<file path="src/rtl/light_sequencer.sv">
`default_nettype none
// ============================================================================
// Module   : light_sequencer
// Brief    : Push-button conditioning and white/manual/auto mode FSM that
//            drives the colour-step pulse and white/RGB select line.
// Revision : 1.0 - initial release
// ============================================================================
module light_sequencer #(
    parameter int DEBOUNCE = 16,
    parameter int PERIOD   = 50
) (
    input  logic       clk,
    input  logic       rst,
    input  logic       button,
    input  logic       auto_en,
    input  logic       white_req,
    output logic       step,
    output logic       sel,
    output logic [1:0] mode
);

    localparam int c_db_w = $clog2(DEBOUNCE + 1);
    localparam int c_tm_w = $clog2(PERIOD);
    localparam logic [c_db_w-1:0] c_db_last = c_db_w'(DEBOUNCE - 1);
    localparam logic [c_tm_w-1:0] c_tm_last = c_tm_w'(PERIOD - 1);

    typedef enum logic [1:0] {
        ST_WHITE  = 2'b00,
        ST_MANUAL = 2'b01,
        ST_AUTO   = 2'b10
    } state_t;

    logic              r_s1;
    logic              r_s2;
    logic [c_db_w-1:0] r_db_cnt;
    logic              r_db_level;
    logic              r_db_prev;
    logic [c_tm_w-1:0] r_timer;
    state_t            r_state;
    logic              r_sel;
    logic              r_step;
    logic              w_press;

    always_ff @(posedge clk or negedge rst) begin
        if (!rst) begin
            r_s1 <= 1'b0;
            r_s2 <= 1'b0;
        end else begin
            r_s1 <= button;
            r_s2 <= r_s1;
        end
    end

    // Level flips only after DEBOUNCE consecutive disagreeing samples.
    always_ff @(posedge clk or negedge rst) begin
        if (!rst) begin
            r_db_cnt   <= '0;
            r_db_level <= 1'b0;
            r_db_prev  <= 1'b0;
        end else begin
            r_db_prev <= r_db_level;
            if (r_s2 == r_db_level) begin
                r_db_cnt <= '0;
            end else if (r_db_cnt == c_db_last) begin
                r_db_level <= r_s2;
                r_db_cnt   <= '0;
            end else begin
                r_db_cnt <= r_db_cnt + 1'b1;
            end
        end
    end

    assign w_press = r_db_level & ~r_db_prev;

    // Timer defaults to 0 each edge, so it only advances while in AUTO.
    always_ff @(posedge clk or negedge rst) begin
        if (!rst) begin
            r_state <= ST_WHITE;
            r_sel   <= 1'b0;
            r_step  <= 1'b0;
            r_timer <= '0;
        end else begin
            r_step  <= 1'b0;
            r_timer <= '0;
            if (white_req) begin
                r_state <= ST_WHITE;
                r_sel   <= 1'b0;
            end else begin
                case (r_state)
                    ST_WHITE: begin
                        if (w_press) begin
                            r_state <= auto_en ? ST_AUTO : ST_MANUAL;
                            r_sel   <= 1'b1;
                        end
                    end
                    ST_MANUAL: begin
                        r_sel <= 1'b1;
                        if (auto_en) begin
                            r_state <= ST_AUTO;
                        end else begin
                            r_step <= w_press;
                        end
                    end
                    ST_AUTO: begin
                        r_sel <= 1'b1;
                        if (!auto_en) begin
                            r_state <= ST_MANUAL;
                        end else if (w_press || (r_timer == c_tm_last)) begin
                            // A press coinciding with the wrap still yields one step.
                            r_step <= 1'b1;
                        end else begin
                            r_timer <= r_timer + 1'b1;
                        end
                    end
                    default: begin
                        r_state <= ST_WHITE;
                        r_sel   <= 1'b0;
                    end
                endcase
            end
        end
    end

    assign step = r_step;
    assign sel  = r_sel;
    assign mode = r_state;

endmodule
`default_nettype wire
</file>
<file path="config.mk">
export PLATFORM = sky130hd
export DESIGN_NAME = light_sequencer
export DESIGN_NICKNAME = d
export VERILOG_FILES = /design/src/rtl/light_sequencer.sv
export SDC_FILE = /design/constraint.sdc
export NUM_CORES = 1
export LEC_CHECK = 0
export ABC_CLOCK_PERIOD_IN_PS = 1900
export BUFFER_PORTS_ARGS = -buffer_cell sky130_fd_sc_hd__buf_4
export CAP_MARGIN = 5
export CORE_UTILIZATION = 45
export CTS_BUF_LIST = sky130_fd_sc_hd__clkbuf_16
export DETAILED_ROUTE_END_ITERATION = 12
export SETUP_SLACK_MARGIN = 0.4
export SKIP_CTS_REPAIR_TIMING = 1
export SLEW_MARGIN = 20
export SYNTH_ARGS = -nofsm -noshare
export SYNTH_HDL_FRONTEND = slang
export SYNTH_SLANG_ARGS = --single-unit
export TNS_END_PERCENT = 1
</file>
<file path="constraint.sdc">
create_clock -name clk -period 1.9 [get_ports clk]
set_clock_uncertainty 0.1 [all_clocks]
set_input_delay 0.19 -clock clk [delete_from_list [all_inputs] [get_ports clk]]
set_output_delay 0.19 -clock clk [all_outputs]
set_load 0.02 [all_outputs]
</file>
# Word-level counts from Yosys, hierarchy flattened
# Cells that the tools add are included.
classes:
  n_eq_ne: 8
  mux: 20
  mul: 0
  n_div: 0
  n_bitwise: 3
  n_lt_le_gt_ge: 0
  reduce_logical: 5
  shift: 0
  n_addsub: 2
op_table:
  columns: ["op", "count"]
  rows:
  - ["$mux W6", 4]
  - ["$mux W2", 5]
  - ["$mux W5", 2]
  - ["$ne A3 B3 Y1 const B", 3]
  - ["$add A6 B1 Y6 const B", 1]
  - ["$eq A6 B6 Y1 const B", 1]
  - ["$mux W1", 6]
  - ["$pmux W2 S3", 1]
  - ["$add A5 B1 Y5 const B", 1]
  - ["$eq A5 B4 Y1 const B", 1]
  - ["$pmux W1 S2", 2]
  - ["$reduce_and A3 Y1", 1]
  - ["$eq A2 B1 Y1 const B", 1]
  - ["$eq A2 B2 Y1 const B", 1]
  - ["$logic_not A2 Y1", 1]
  - ["$not A1 Y1", 2]
  - ["$reduce_and A2 Y1", 1]
  - ["$reduce_or A2 Y1", 1]
  - ["$and A1 B1 Y1", 1]
  - ["$eq A1 B1 Y1", 1]
  - ["$logic_or A1 B1 Y1", 1]
totals:
  mem_count: 0
  wordCells: 47
  latch_bits: 0
  mem_bits_ro: 0
  reg_bits: 19
  ramBits: 0
  out_inout_bits: 4
  inputBits: 5

# Longest topological paths before layout
logic_depth:
  depth_word: 7
  depth_mapped: 6
  mapped_depth_nobuf: 6

# Worst setup path before layout
# No wires, ideal clock.
synth_timing:
  path_kind: "reg2reg"
  startpoint: "reg r_state[0] (netlist: mode[0])"
  endpoint: "reg r_state[0] (netlist: mode[0])"
  required_ns: 1.675
  path_stages_with_launch: 7
  setup_ns: 0.125
  arrival_time_ns: 1.528
  path_buffers: 0
  period_less_slack_ns: 1.753
  setup_slack_ns: 0.147
  path_cell_list: "dfrtp_1 inv_1 ha_1 mux2_4 a21oi_4 mux2i_1 a21oi_1"
synth_between:
  elab_chain_len: 3
  elab_cells_between_ends: 9
  cone_classes: "eq/ne (5); mux (2); reduce/logical (2)"
synth_lines:
  columns: ["item", "line", "rtl"]
  rows:
  - ["from (decl)", "39", "state_t r_state;"]
  - ["from (signal assigned)", "92", "r_state <= auto_en ? ST_AUTO : ST_MANUAL;"]
  - ["$eq A2 B2 Y1 (tied with other cells)", "89", "case (r_state)"]
  - ["$ne A3 B3 Y1 (no source line) or $pmux W2 S3 (tied branches)", null, null]
  - ["$reduce_and A3 Y1 (no source line) or $mux W2 (tied branches)", null, null]
# Several ways; a longest one is shown, not always the timed one.
# A chain may end at the register's enable or synchronous reset.

# Final worst setup path
# Ends and elaborated chain as after synthesis.

==> metrics.txt <==
status=completed; clk buf depth=2; Core ar.=approximately 1800 µm²; cts bufs inserted=3; Least-Margin Pin Slew=roughly 320 ps; GR Overflow Total=0; synth top area cells=dfrtp_1, ha_1, nor2_1, xor2_1, nand3_1; Detail Placement HPWL=roughly 970 µm; min-delay src=white_req; largest net degree at the start of global routing=20; Yosys top cell area share=0.5337; clock sinks=19; count of max-cap constraint violations=0; Seq cells post-synth=19; top cell type by total area after synthesis=dfrtp_1; CP arrival=around 1600 ps; register-to-register setup slack=300 ps; gpl congestion=around 0.77; Worst-path clk slew=~50 ps; # nets final=roughly 110; Post-synth EDFFs=0; routed len/inst=between 10 and 15 µm; TritonRoute pass-1 iters=4; total number of vias=577; Seq/Total Area, Yosys=0.5337; R2R cell count=6; Async SR Flop Fraction=1.000; Setup CP Type=reg -> reg; Yosys cell types=24; unrepaired setup endpoints after global routing=yes; post-layout instance area=approximately 1100 µm²; # rows=15; Hold WC Path Type=in -> reg; Routed Antenna Nets=0; CTS tree=built; I/O Pins=9; final setup fails=0; clock latency on the worst-skew pair=between 200 and 300 ps; total track usage=0.1551; fraction of layout instances using a drive strength above 1=0.2604; fin. max-slew vios=0; placed standard-cell area=a little under 1000 µm²; CP Max Fanout=6; vias per cell=~4.8; P&R area growth vs syn=24.72%; initial DRC count=3; critical path required time=about 1900 ps; leak pwr=~0.53 nW; fin crit period=1600 ps; Setup TNS Final=0 ps; Initial Util=0.4996; DRC errors left=0; final hold viol count=0; Startpoint Class=register; Fill cells=~150; synth cell count leaders=dfrtp_1, nor2_1, ha_1, nand3_1, xor2_1; vias in the first global route=~520; port bufs=8; main flop type after synthesis=dfrtp_1; reg2reg start=mode[0]$_DFFE_PN0P_; reg2reg end=mode[0]$_DFFE_PN0P_; CTS root buf=clkbuf_16; Synth Warn #=0; Worst Setup SP=mode[0]$_DFFE_PN0P_; Crit. End Element=register; Synthesized Nets=between 90 and 100; fin crit share=0.8420; Peak Freq=625.1 MHz; Die Width=46.50 µm; worst setup path end=mode[0]$_DFFE_PN0P_; antenna violations before repair=0; Mapped Area=890.9 µm²; Max-slew headroom=0.7813; die height=46.50 µm; Antenna Cells=0; first-pass GRT wire length=between 2000 and 2500 µm; full die area=about 2200 µm²; Power Dens Cells=roughly 1100 nW/µm²; H-tree depth=1; Max rail drop VDD=603.6 µV; routed wire length=around 1400 µm; Mean Syn Cell Area=11.28 µm²; cell with the most instances after synthesis=dfrtp_1; Post-Syn Instances=79
[per-stage QoR]
step                      instances  utilization  worst slack, ps  total power, mW  hold WS (ps)
after floorplan                  79            -            301.2           0.6763        -205.6
after global placement          112       0.5537            297.3           0.7511        -23.42
after detailed placement        112       0.5537            277.4           0.7550        -20.56
after CTS                       116       0.5979            266.0            1.189        -290.1
after global routing            121       0.6232            243.1            1.268         37.50
final                           121       0.6232            300.2            1.205         31.91
[final cells by class]
cell class | instances | area [µm²] | share of cell area
timing repair buffer | 13 | 102.6 | 0.09234
tap | 25 | 31.28 | 0.02815
clock inverter | 1 | 3.754 | 0.003378
multi-input combinational | 56 | 405.4 | 0.3649
sequential | 19 | 478.0 | 0.4302
clock buffer | 3 | 75.07 | 0.06757
inverter | 4 | 15.01 | 0.01351
[state kept, by name (all words and copies together) (netlist names)]
signal and cells:
r_db_prev 1, r_s2 1, r_db_level 1, r_s1 1
mode 2, step 1, r_timer 6, r_db_cnt 5
sel 1
[critical path, stage by stage (launching register included)]
cell and delay [ps]:
dfrtp_2 410, inv_2 60, ha_2 180, mux2_4 270
a21oi_4 170, mux2i_1 210, a21oi_1 80
[report_power, final]
group          total (mW)  internal [mW]  switching (mW)
clock               0.429          0.280           0.149
combinational       0.307          0.142           0.165
sequential          0.470          0.438          0.0320
total                1.21          0.860           0.346
[worst min-delay path by stage]
stage                                  to  slack, ps  cells after the start
CTS                        step$_DFF_PN0_       -290                      1
detailed placement  r_db_cnt[0]$_DFF_PN0_        -20                      1
global placement    r_db_cnt[3]$_DFF_PN0_        -20                      1
finish                mode[0]$_DFFE_PN0P_         30                      2
floorplan             mode[0]$_DFFE_PN0P_       -210                      0
global route          mode[0]$_DFFE_PN0P_         40                      2
[cell usage in the layout, fill, tap and decap left out, types with 3 or more instances in the layout]
cell type / count
dfrtp_1: 17
xor2_1: 5
ha_1: 5
nand2_1: 4
nor2_1: 16
inv_1: 3
clkbuf_16: 3
buf_4: 11
nand3_1: 6
[logic make-up (layout without fill, tap and decap cells)]
logic type,after synthesis,after routing,synth area share
simple gates,33,33,0.1812
flops,19,19,0.5337
fa+ha+maj,7,7,0.09831
xor+xnor,7,7,0.06882
compound gates,6,6,0.06038
buf+inv,4,21,0.01685
mux,3,3,0.04072
[per-layer routing]
layer / vias up / GRT usage / wire length [µm]
met5: - / 0 / 0
met4: 0 / 0.1412 / 49
met3: 5 / 0.03529 / 34
met2: 9 / 0.2222 / 638
met1: 264 / 0.1901 / 716
li1: 299 / - / -
Power figures use the tool's default switching activity.
